File: config.mk
export PLATFORM = sky130hd
export DESIGN_NAME = sub_seq
export DESIGN_NICKNAME = d
export VERILOG_FILES = /design/src/rtl/sub_seq_pkg.sv /design/src/rtl/sub_chunk.sv /design/src/rtl/sub_seq.sv
export SDC_FILE = /design/constraint.sdc
export NUM_CORES = 1
export LEC_CHECK = 0
export BUFFER_PORTS_ARGS = -buffer_cell sky130_fd_sc_hd__buf_4
export CAP_MARGIN = 20
export CELL_PAD_IN_SITES_DETAIL_PLACEMENT = 1
export CELL_PAD_IN_SITES_GLOBAL_PLACEMENT = 2
export CORE_UTILIZATION = 37
export DETAILED_ROUTE_END_ITERATION = 6
export GPL_TIMING_DRIVEN = 1
export HOLD_SLACK_MARGIN = 0.12
export PLACE_DENSITY_LB_ADDON = 0.25
export SLEW_MARGIN = 20
export SYNTH_ARGS = -nofsm -noshare
export SYNTH_HDL_FRONTEND = slang
export SYNTH_SLANG_ARGS = --single-unit
File: constraint.sdc
create_clock -name clk -period 11.03 [get_ports clk]
set_input_delay 0.5515 -clock clk [delete_from_list [all_inputs] [get_ports clk]]
set_output_delay 0.5515 -clock clk [all_outputs]
set_load 0.01 [all_outputs]
File: src/rtl/sub_seq_pkg.sv
// Shared definitions for the multi-cycle ripple-borrow subtractor:
// FSM encoding and the step / counter-width helpers.
package sub_seq_pkg;

    typedef enum logic [1:0] {
        ST_IDLE = 2'd0,
        ST_RUN  = 2'd1,
        ST_DONE = 2'd2
    } state_e;

    function automatic int steps_f(input int bits, input int chunk);
        return (chunk > 0) ? (bits / chunk) : 1;
    endfunction

    function automatic int cnt_width_f(input int steps);
        return (steps > 1) ? $clog2(steps) : 1;
    endfunction

endpackage

File: src/rtl/sub_chunk.sv
// Combinational Chunk-bit ripple-borrow subtractor built from one
// full-subtractor cell per bit.
module sub_chunk #(
    parameter int Chunk = 16
) (
    input  logic [Chunk-1:0] a,
    input  logic [Chunk-1:0] b,
    input  logic             bin,
    output logic [Chunk-1:0] d,
    output logic             bout
);

    logic [Chunk:0] br_s;

    assign br_s[0] = bin;

    for (genvar i = 0; i < Chunk; i++) begin : g_fs
        assign d[i]      = a[i] ^ b[i] ^ br_s[i];
        assign br_s[i+1] = (~a[i] & b[i]) | (~(a[i] ^ b[i]) & br_s[i]);
    end

    assign bout = br_s[Chunk];

endmodule

File: src/rtl/sub_seq.sv
// Multi-cycle unsigned subtractor: a - b computed Chunk bits per cycle,
// with valid/ready handshakes on both the operand and result sides.
module sub_seq
    import sub_seq_pkg::*;
#(
    parameter int Bits  = 64,
    parameter int Chunk = 16
) (
    input  logic            clk,
    input  logic            reset,
    input  logic            in_valid,
    output logic            in_ready,
    input  logic [Bits-1:0] a,
    input  logic [Bits-1:0] b,
    output logic            out_valid,
    input  logic            out_ready,
    output logic [Bits-1:0] diff,
    output logic            borrow
);

    localparam int Steps = steps_f(Bits, Chunk);
    localparam int CntW  = cnt_width_f(Steps);
    localparam logic [CntW-1:0] LastCnt = CntW'(Steps - 1);

    if (Chunk < 1 || (Bits % Chunk) != 0) begin : g_bad_params
        $fatal(1, "sub_seq: Bits must be a non-zero multiple of Chunk");
    end

    state_e                        state_q, state_d;
    logic [Steps-1:0][Chunk-1:0]   a_q, a_d;
    logic [Steps-1:0][Chunk-1:0]   b_q, b_d;
    logic [Steps-1:0][Chunk-1:0]   diff_q, diff_d;
    logic [CntW-1:0]               cnt_q, cnt_d;
    logic                          bin_q, bin_d;
    logic                          borrow_q, borrow_d;
    logic                          out_valid_q, out_valid_d;
    logic                          in_ready_q, in_ready_d;

    logic [Chunk-1:0]              a_k_s;
    logic [Chunk-1:0]              b_k_s;
    logic [Chunk-1:0]              d_s;
    logic                          bout_s;

    // The single chunk subtractor is time-shared across all steps.
    assign a_k_s = a_q[cnt_q];
    assign b_k_s = b_q[cnt_q];

    sub_chunk #(
        .Chunk (Chunk)
    ) u_chunk (
        .a    (a_k_s),
        .b    (b_k_s),
        .bin  (bin_q),
        .d    (d_s),
        .bout (bout_s)
    );

    // Next-state and next-output computation for the IDLE/RUN/DONE sequence.
    always_comb begin
        state_d     = state_q;
        a_d         = a_q;
        b_d         = b_q;
        diff_d      = diff_q;
        cnt_d       = cnt_q;
        bin_d       = bin_q;
        borrow_d    = borrow_q;
        out_valid_d = out_valid_q;
        in_ready_d  = in_ready_q;
        case (state_q)
            ST_IDLE: begin
                if (in_valid && in_ready_q) begin
                    a_d        = a;
                    b_d        = b;
                    bin_d      = 1'b0;
                    cnt_d      = {CntW{1'b0}};
                    in_ready_d = 1'b0;
                    state_d    = ST_RUN;
                end else begin
                    in_ready_d  = 1'b1;
                    out_valid_d = 1'b0;
                end
            end
            ST_RUN: begin
                diff_d[cnt_q] = d_s;
                bin_d         = bout_s;
                cnt_d         = cnt_q + CntW'(1'b1);
                if (cnt_q == LastCnt) begin
                    borrow_d    = bout_s;
                    out_valid_d = 1'b1;
                    state_d     = ST_DONE;
                end else begin
                    state_d = ST_RUN;
                end
            end
            ST_DONE: begin
                // A pending in_valid is not taken here; it waits for IDLE.
                if (out_ready) begin
                    out_valid_d = 1'b0;
                    in_ready_d  = 1'b1;
                    state_d     = ST_IDLE;
                end else begin
                    out_valid_d = 1'b1;
                end
            end
            default: begin
                state_d     = ST_IDLE;
                cnt_d       = {CntW{1'b0}};
                bin_d       = 1'b0;
                out_valid_d = 1'b0;
                in_ready_d  = 1'b1;
            end
        endcase
    end

    // State and output registers with asynchronous active-low reset.
    always_ff @(posedge clk or negedge reset) begin
        if (!reset) begin
            state_q     <= ST_IDLE;
            a_q         <= '0;
            b_q         <= '0;
            diff_q      <= '0;
            cnt_q       <= {CntW{1'b0}};
            bin_q       <= 1'b0;
            borrow_q    <= 1'b0;
            out_valid_q <= 1'b0;
            in_ready_q  <= 1'b1;
        end else begin
            state_q     <= state_d;
            a_q         <= a_d;
            b_q         <= b_d;
            diff_q      <= diff_d;
            cnt_q       <= cnt_d;
            bin_q       <= bin_d;
            borrow_q    <= borrow_d;
            out_valid_q <= out_valid_d;
            in_ready_q  <= in_ready_d;
        end
    end

    assign diff      = diff_q;
    assign borrow    = borrow_q;
    assign out_valid = out_valid_q;
    assign in_ready  = in_ready_q;

endmodule

### After elaboration in Yosys (flattened, before gate mapping)

Cells that the tools add are included.

* bits of input ports: 132
* flip-flop bits (word level): 200
* output and inout port bits: 67
* word-level logic and storage cells: 173

* bitwise operators: 114
* equal/unequal tests: 7
* add/subtract/negate cells: 1
* $lt $le $gt $ge: 2
* reduce and logical (&&, ||, !) cells: 9
* mux-type cells: 22

Operators with widths (number)
* binary-select mux 16 bit (select 2 bit): 2
* bitwise mux 64 bit: 1
* two-way mux 16 bit: 3
* inverter 1 bit: 34
* AND 1 bit: 32
* demux 16 bit (select 2 bit): 1
* XOR 1 bit: 32
* OR 1 bit: 16
* one-hot mux 2 bit (3 select lines): 2
* AND reduction 2 bit: 6
* one-hot mux 1 bit (3 select lines): 3
* two-way mux 2 bit: 4
* != test 2 bit, second input constant: 4
* two-way mux 1 bit: 6
* equality test 2 bit, second input constant: 2
* less-than comparator 2 x 3 -> 1 bit, second input constant: 1
* adder 2 x 1 -> 2 bit, second input constant: 1
* equality test 2 x 1 -> 1 bit, second input constant: 1
* >= comparator 2 x 1 -> 1 bit, second input constant: 1
* logical AND 1 bit: 2
* zero test 2 bit: 1

### Logic depth before layout (Yosys ltp)

Gate-level depths: netlist (run 1).

* depth in word-level cells: 37
* gate-level depth with buffers: 24
* mapped depth without buffers: 22

### Modules after synthesis

From an unflattened synthesis (run 1), not the netlist that was laid out.

* cells, all modules: 542
* area total of the unflattened synthesis: 9260.1 um2

Modules (own cells, without submodules)
* sub_seq: seq. area each 5006.1 um2, area an instance 8812.2 um2, cells an instance 492, instances 1
* sub_chunk: seq. area each 0.0 um2, area an instance 447.9 um2, cells an instance 50, instances 1

### Worst setup path before layout (run 1)

OpenSTA, ideal clock, no wires.

* kind: register -> register
* start point: reg cnt_q[0]
* end point: reg diff_q (netlist bit diff[63])
* buffers on the path: 2
* setup slack: 3.378 ns
* data arrival time: 7.527 ns
* period minus slack after synthesis: 7.652 ns
* library setup time: 0.125 ns
* required time: 10.905 ns
* cell stages (with the launch flop): 24
* cells stage by stage: dfrtp_1 > buf_2 > buf_6 > mux4_2 > inv_1 > fa_1 > inv_1 > fa_1 > fa_1 > fa_1 > fa_1 > fa_1 > fa_1 > fa_1 > fa_1 > fa_1 > fa_1 > fa_1 > fa_1 > fa_1 > fa_1 > inv_1 > fa_1 > mux2_2

* longest elaborated chain between the ends: 36
* elaborated cells between the ends (all ways): 102
* classes of those cells: order compare: 2; mux: 7; bitwise: 92; reduce/logical: 1

RTL lines
* from (decl): RTL line sub_seq.sv:33 `logic [CntW-1:0] cnt_q, cnt_d;`
* from (signal assigned): RTL line sub_seq.sv:122 `cnt_q <= {CntW{1'b0}};`
* from (signal assigned): RTL line sub_seq.sv:132 `cnt_q <= cnt_d;`
* binary-select mux 16 bit (select 2 bit) (on tied branches): RTL line sub_seq.sv:45, sub_seq.sv:46
* two-way mux 16 bit (on tied branches): RTL line sub_seq.sv:45, sub_seq.sv:46
* XOR 1 bit: RTL line sub_chunk.sv:19 `assign br_s[i+1] = (~a[i] & b[i]) | (~(a[i] ^ b[i]) & br_s[i]);`
* inverter 1 bit: RTL line sub_chunk.sv:19
* AND 1 bit: RTL line sub_chunk.sv:19
* OR 1 bit: RTL line sub_chunk.sv:19
* AND 1 bit: RTL line sub_chunk.sv:19
* OR 1 bit: RTL line sub_chunk.sv:19
* (+21 left out)
* OR 1 bit: RTL line sub_chunk.sv:19
* AND 1 bit: RTL line sub_chunk.sv:19
* OR 1 bit: RTL line sub_chunk.sv:19
* AND 1 bit: RTL line sub_chunk.sv:19
* OR 1 bit: RTL line sub_chunk.sv:19
* XOR 1 bit (*): RTL line sub_chunk.sv:18 `assign d[i] = a[i] ^ b[i] ^ br_s[i];`
* named net d_s[15]: RTL line sub_seq.sv:41 `logic [Chunk-1:0] d_s;`
* bitwise mux 64 bit (*): RTL line sub_seq.sv:84 `diff_d[cnt_q] = d_s;`
* to (signal assigned): RTL line sub_seq.sv:131 `diff_q <= diff_d;`
* to (decl): RTL line sub_seq.sv:32 `logic [Steps-1:0][Chunk-1:0] diff_q, diff_d;`

Mark *: on every way through the listed nets, which the timed path passes. The rest lies on a longest branch. The select of a mux whose other input is x is not followed.
A chain may end at the register's enable or synchronous reset.

### Worst setup path in the final report (run 1)

* start point: reg cnt_q[1]
* end point: reg diff_q (netlist bit diff[15])

Same word-level chain as after synthesis.

==> results of run 1 <==
[path summary, 6_finish.rpt]
kind,startpoint,to,slack (ns),depth (start not counted)
min in group clk,a[38],a_q[38],0.33,2
max in group asynchronous,reset,diff[30],9.53,2
worst max-delay path,cnt_q[1],diff[15],2.80,22
worst min-delay path,reset,b_q[47],0.18,1
worst min register to register,diff[6],diff[6],0.49,2
worst max register to register,cnt_q[1],diff[15],2.80,22
[routing by layer]
layer,vias up,track usage,part of all wire
li1,2430,-,-
met1,2763,0.2494,0.44
met2,136,0.3235,0.50
met3,28,0.04039,0.043
met4,2,0.06742,0.020
met5,-,0,0.00060
[cell families after synthesis]
group / share of synthesized area
adder cells (fa/ha/maj): 0.04716
AO/OA/AOI/OAI: 0.03819
flip-flops: 0.5788
AND/OR/NAND/NOR: 0.03255
buffers and inverters: 0.03820
multiplexers: 0.2650
[Yosys cell counts]
master,count,area [um^2]
a21oi_1,3,15.01
a32o_1,1,10.01
buf_2,12,60.06
buf_4,1,7.510
buf_6,12,135.1
clkbuf_1,10,37.54
dfrtp_1,199,4980
dfstp_2,1,26.28
fa_1,16,320.3
ha_1,7,87.58
inv_1,24,90.09
mux2_1,87,979.7
mux2_2,49,551.8
mux2i_1,4,40.04
mux4_2,32,720.7
nand2_1,64,240.2
nand2b_1,2,12.51
nand3_2,1,10.01
nor2_1,2,7.510
nor2b_1,1,6.260
nor3_1,1,5.000
o21ai_0,59,295.3
o32a_1,1,10.01
[through the flow]
stage,std cells,util
2_1_floorplan,589,-
6_report,1103,0.4807
5_1_grt,1103,0.4807
4_1_cts,1102,0.4794
3_5_place_dp,1070,0.4539
3_3_place_gp,1070,0.4539
[registers in the layout, summed over array words and instances, names as in the netlist]
signal	flops
b_q	64
in_ready	1
state_q	2
borrow	1
cnt_q	2
out_valid	1
diff	64
a_q	64
bin_q	1
[power breakdown]
part           internal (W)  leakage (nW)  switching, W
Clock              0.000324         0.291      0.000293
Sequential          0.00112          2.40      0.000221
Combinational      0.000903          2.36      0.000983
[worst max-delay path: cells and delay by family (launching register included)]
kind | cells | cell delay (ns)
buffers and inverters | 4 | 0.64
flip-flops | 1 | 0.60
adder cells (fa/ha/maj) | 16 | 6.21
multiplexers | 2 | 0.63
[cells in the final DEF (no fill, tap or decap), drive strengths merged]
master and count:
buf 203, dfrtp 199, mux2 136, nand2 64
o21ai 59, mux4 32, inv 29, clkbuf 19
fa 16, clkinv 8, ha 7, mux2i 4
a21oi 3, nor2 2, nand2b 2, nor2b 1
o32a 1, nand3 1, a32o 1, nor3 1
bufinv 1, dfstp 1
[layout make-up]
cell class / count / area (um^2)
clock inverter: 14 / 141.4
clock buffer: 18 / 439.2
multi-input combinational: 330 / 3322
tap: 313 / 391.6
timing repair buffer: 204 / 1558
sequential: 200 / 5009
inverter: 24 / 90.09
fill: 2313 / 11830
==> results.py, run 1 <==
metrics = {
    "setup_path": {
        "critPathCaptureType": "register",
        "slowest_stage": "dfrtp_2",
        "worstPathMaxFanout": 22,
        "worstPathCellList": "buf_4 -> mux4_2 -> inv_1 -> fa_1 -> inv_1 -> fa_1 -> fa_1 -> fa_1 -> fa_1 -> fa_1 -> fa_1 -> fa_1 -> fa_1 -> fa_1 -> fa_1 -> fa_1 -> fa_1 -> fa_1 -> fa_1 -> inv_1 -> fa_1 -> mux2_2",
        "crit_top_cell": "fa_1",
        "startpoint_type": "register",
        "cpPeakStageDelay_ns": 0.60,
        "arrival_ns": 8.54,
        "crit_required_ns": 11.35,
        "criticalPathCategory": "reg2reg",
    },
    "layout": {
        "drive_gt1_frac": 0.4076,
        "final_area_um2": 10950,
        "diodes": 0,
        "final_net_count": 932,
        "syn_to_final_growth_pct": 26.62,
    },
    "synth": {
        "yosys_register_bits": 200,
        "syn-cell-area_um2": 8648,
        "synth_area_per_cell_um2": 14.68,
        "syn-num-nets": 744,
        "ys_types": 23,
        "ys_seq_area_frac": 0.5788,
        "synthCells": 589,
        "yosysWarnings": 0,
    },
    "placed_design": {
        "io_buffers": 198,
        "dp_hpwl_um": 16370,
        "place_area_um2": 10340,
        "place_ws_ns": 2.754,
        "gp_congestion": 0.7714,
    },
    "die": {
        "rows": 55,
        "die_x_um": 154.9,
        "initial_core_util": 0.3797,
        "die_y_um": 154.9,
        "design.core.area_um2": 22780,
        "die_area_um2": 23990,
        "io-pin-count": 199,
    },
    "global_route": {
        "grt_overflow": 0,
        "grt_usage": 0.1932,
        "antenna_found_initial": 1,
        "grt_first_pass_wirelength_um": 34760,
        "grt_pass1_vias": 6133,
        "grt_start_max_net_pins": 88,
    },
    "sta": {
        "fin_ws_ns": 2.804,
        "slew_headroom": 0.3048,
        "skew_ns": 0.01064,
        "fin_crit_sh": 0.7458,
        "hold-worst-slack_ns": 0.1791,
        "setup_viol": 0,
        "worstMarginPinSlew_ns": 1.040,
        "rsz0062_at_grt": "false",
        "min_period_ns": 8.226,
        "maxSlewViolCount": 0,
        "finalHoldViolCount": 0,
        "tns_ns": 0,
        "fmax_mhz": 121.6,
    },
    "route": {
        "post_drt_via_cell_ratio": 4.859,
        "routed_wl_um": 21690,
        "drt-initial-drc-count": 170,
        "wl_per_cell_um": 19.67,
        "dr.pass1.iters": 5,
        "postRouteAntennaNets": 0,
        "vias": 5359,
        "route.detailed.drc": 0,
    },
    "cts": {
        "root_buffer": "clkbuf_16",
        "cts_tree": "built",
        "clk_latency_ns": 0.43,
        "path_clk_slew_ns": 0.07,
        "cts_buffers": 17,
        "post_cts_resized": 0,
        "cts_buffer_depth": 2,
        "cts_hold_buf": 0,
        "htree_levels": 4,
        "cts_sinks": 200,
        "post-cts-setup-buffer-count": 0,
    },
    "pwr": {
        "p_total_w": 0.003841,
        "vdd_drop_max_uv": 146.4,
        "power_density_nw_per_um2": 350.7,
        "power.leakage_nw": 5.050,
    },
    "job": {
        "max_cap_viol_count": 0,
    },
    "min_path": {
        "hp-class": "in2async",
    },
    "status": {
        "outcome": "finished, final reports clean",
    },
}
Power figures use the tool's default switching activity.
==> run 2: changes to the inputs <==
--- a/config.mk
+++ b/config.mk
@@ -9,7 +9,7 @@
 export CAP_MARGIN = 20
 export CELL_PAD_IN_SITES_DETAIL_PLACEMENT = 1
 export CELL_PAD_IN_SITES_GLOBAL_PLACEMENT = 2
-export CORE_UTILIZATION = 37
+export CORE_UTILIZATION = 33
 export DETAILED_ROUTE_END_ITERATION = 6
 export GPL_TIMING_DRIVEN = 1
 export HOLD_SLACK_MARGIN = 0.12
==> constraint.sdc (replaced) <==
create_clock -name clk -period 7.35 [get_ports clk]
set_input_delay 0.3675 -clock clk [delete_from_list [all_inputs] [get_ports clk]]
set_output_delay 0.3675 -clock clk [all_outputs]
set_load 0.01 [all_outputs]
==> run 2 against run 1 <==
Net effect: die area up 12%; clock skew up 0.0039 ns; first-iteration DRC count up 55%; power up 56%; maximum frequency up 15%; utilization down 4.6 points; largest power group unchanged; count of clock-buffer cells in the layout down 1; routed wire length up 4.5%; non-clock buffer count up 6; global-route usage down 1.4 points; combinational power up 60%; via count about the same; largest cell class unchanged.
==> results.py, run 2 (synthesized netlist as in run 1, its figures left out) <==
metrics = {
    "cts": {
        "cts_buffer_depth": 2,
        "post-cts-setup-buffer-count": 0,
        "cts_buffers": 17,
        "path_clk_slew_ns": 0.08,
        "cts_sinks": 200,
        "clk_latency_ns": 0.43,
        "cts_tree": "built",
        "htree_levels": 4,
        "root_buffer": "clkbuf_16",
    },
    "layout": {
        "fillers": 2583,
        "multi_input_area_um2": 3347,
        "drive_gt1_frac": 0.4234,
        "final_cell_mix": "buf_4 (208), dfrtp_1 (197), mux2_1 (87)",
        "syn_to_final_growth_pct": 28.01,
        "final_net_count": 938,
        "final_util": 0.4346,
        "seqCellArea_um2": 5009,
        "diodes": 0,
        "final_common_cell": "buf_4",
        "final_area_um2": 11070,
    },
    "pwr": {
        "p_total_w": 0.005987,
        "power.leakage_nw": 5.076,
        "vdd_drop_max_uv": 214.7,
        "power_density_nw_per_um2": 540.8,
    },
    "die": {
        "rows": 58,
        "io-pin-count": 199,
        "die_x_um": 163.9,
        "design.core.area_um2": 25470,
        "die_area_um2": 26860,
        "die_y_um": 163.9,
        "initial_core_util": 0.3395,
    },
    "setup_path": {
        "r2r_cells": 21,
        "cp_num_buf_inv": 3,
        "arrival_ns": 7.48,
        "crit_top_cell": "fa_2",
        "startpoint_type": "register",
        "worst_r2r_endpoint": "diff[31]",
        "slowest_stage": "mux4_2",
        "worstPathCellList": "mux4_2 -> inv_1 -> fa_1 -> inv_1 -> fa_1 -> fa_2 -> fa_2 -> fa_1 -> fa_2 -> fa_2 -> fa_2 -> fa_2 -> fa_2 -> fa_2 -> fa_2 -> fa_2 -> fa_2 -> fa_1 -> inv_1 -> fa_1 -> mux2_2",
        "crit_family": "adder cells",
        "cpPeakStageDelay_ns": 0.49,
        "rrSetupSlack_ns": 0.18,
        "critPathCaptureType": "register",
        "r2r_start": "cnt_q[0]",
        "crit_required_ns": 7.65,
        "criticalPathCategory": "reg2reg",
        "worstPathMaxFanout": 4,
    },
    "sta": {
        "maxSlewViolCount": 0,
        "fmax_mhz": 139.4,
        "skew_ns": 0.01452,
        "slew_headroom": 0.2974,
        "worstMarginPinSlew_ns": 1.051,
        "tns_ns": 0,
        "fin_ws_ns": 0.1750,
        "setup_viol": 0,
        "finalHoldViolCount": 0,
        "min_period_ns": 7.175,
        "fin_crit_sh": 0.9762,
    },
    "placed_design": {
        "place_ws_ns": -0.06133,
        "dp_hpwl_um": 17160,
        "gp_congestion": 0.7842,
        "place_area_um2": 10420,
        "io_buffers": 198,
    },
    "route": {
        "post_drt_via_cell_ratio": 4.758,
        "dr.pass1.iters": 4,
        "vias": 5358,
        "drt-initial-drc-count": 264,
        "wl_per_cell_um": 20.13,
        "route.detailed.drc": 0,
        "routed_wl_um": 22670,
        "postRouteAntennaNets": 0,
    },
    "status": {
        "outcome": "finished, final reports clean",
    },
    "global_route": {
        "grt_usage": 0.1797,
        "antenna_found_initial": 1,
        "grt_overflow": 0,
        "grt_pass1_vias": 6157,
        "grt_start_max_net_pins": 84,
        "grt_first_pass_wirelength_um": 35710,
    },
    "min_path": {
        "min_to": "a_q[35]",
        "hp-class": "in2reg",
        "worstHoldPathCells": 2,
        "hp-start": "a[35]",
    },
    "job": {
        "max_cap_viol_count": 0,
    },
}
## run 2: layout make-up
cell class | count | area share
Tap cell | 330 | 0.03730
Sequential cell | 200 | 0.4524
Timing Repair Buffer | 210 | 0.1432
Inverter | 24 | 0.008137
Clock buffer | 17 | 0.03843
Clock inverter | 15 | 0.01820
Multi-Input combinational cell | 330 | 0.3023
## run 2: worst max-delay path by stage
| stage | startpoint | endpoint | slack [ns] | cells past startpoint |
|---|---|---|---|---|
| after floorplan | cnt_q[0] | diff[63] | 0.01 | 23 |
| after global placement | cnt_q[0] | diff[15] | -0.03 | 21 |
| after detailed placement | cnt_q[0] | diff[47] | -0.06 | 21 |
| after CTS | cnt_q[0] | diff[47] | 0.005 | 21 |
| after global routing | cnt_q[0] | diff[31] | -0.02 | 21 |
| final | cnt_q[0] | diff[31] | 0.18 | 21 |
## run 2: stage by stage
stage                     hold slack [ns]  instances
after CTS                          0.1215       1126
after global routing               0.1270       1126
after floorplan                   0.07191        589
after detailed placement           0.4697       1093
after global placement             0.4501       1093
final                              0.1410       1126
## run 2: what timing repair did
item	in CTS	in global routing
setup endpoints to repair	4	4
hold buffers	1	0
endpoints found under the hold margin	80	0
gates resized for setup	2	3
pin swaps	0	1
## run 2: metal layers
layer | global-route usage | routed length, um
met5 | 0 | 13
met4 | 0.04461 | 230
met3 | 0.04293 | 1220
met2 | 0.3008 | 11090
met1 | 0.2340 | 10120
## run 2: where the power goes
group / switching (W) / internal, W / leakage, nW
sequential: 0.000305 / 0.00168 / 2.40
combinational: 0.00158 / 0.00145 / 2.37
clock: 0.000458 / 0.000524 / 0.307
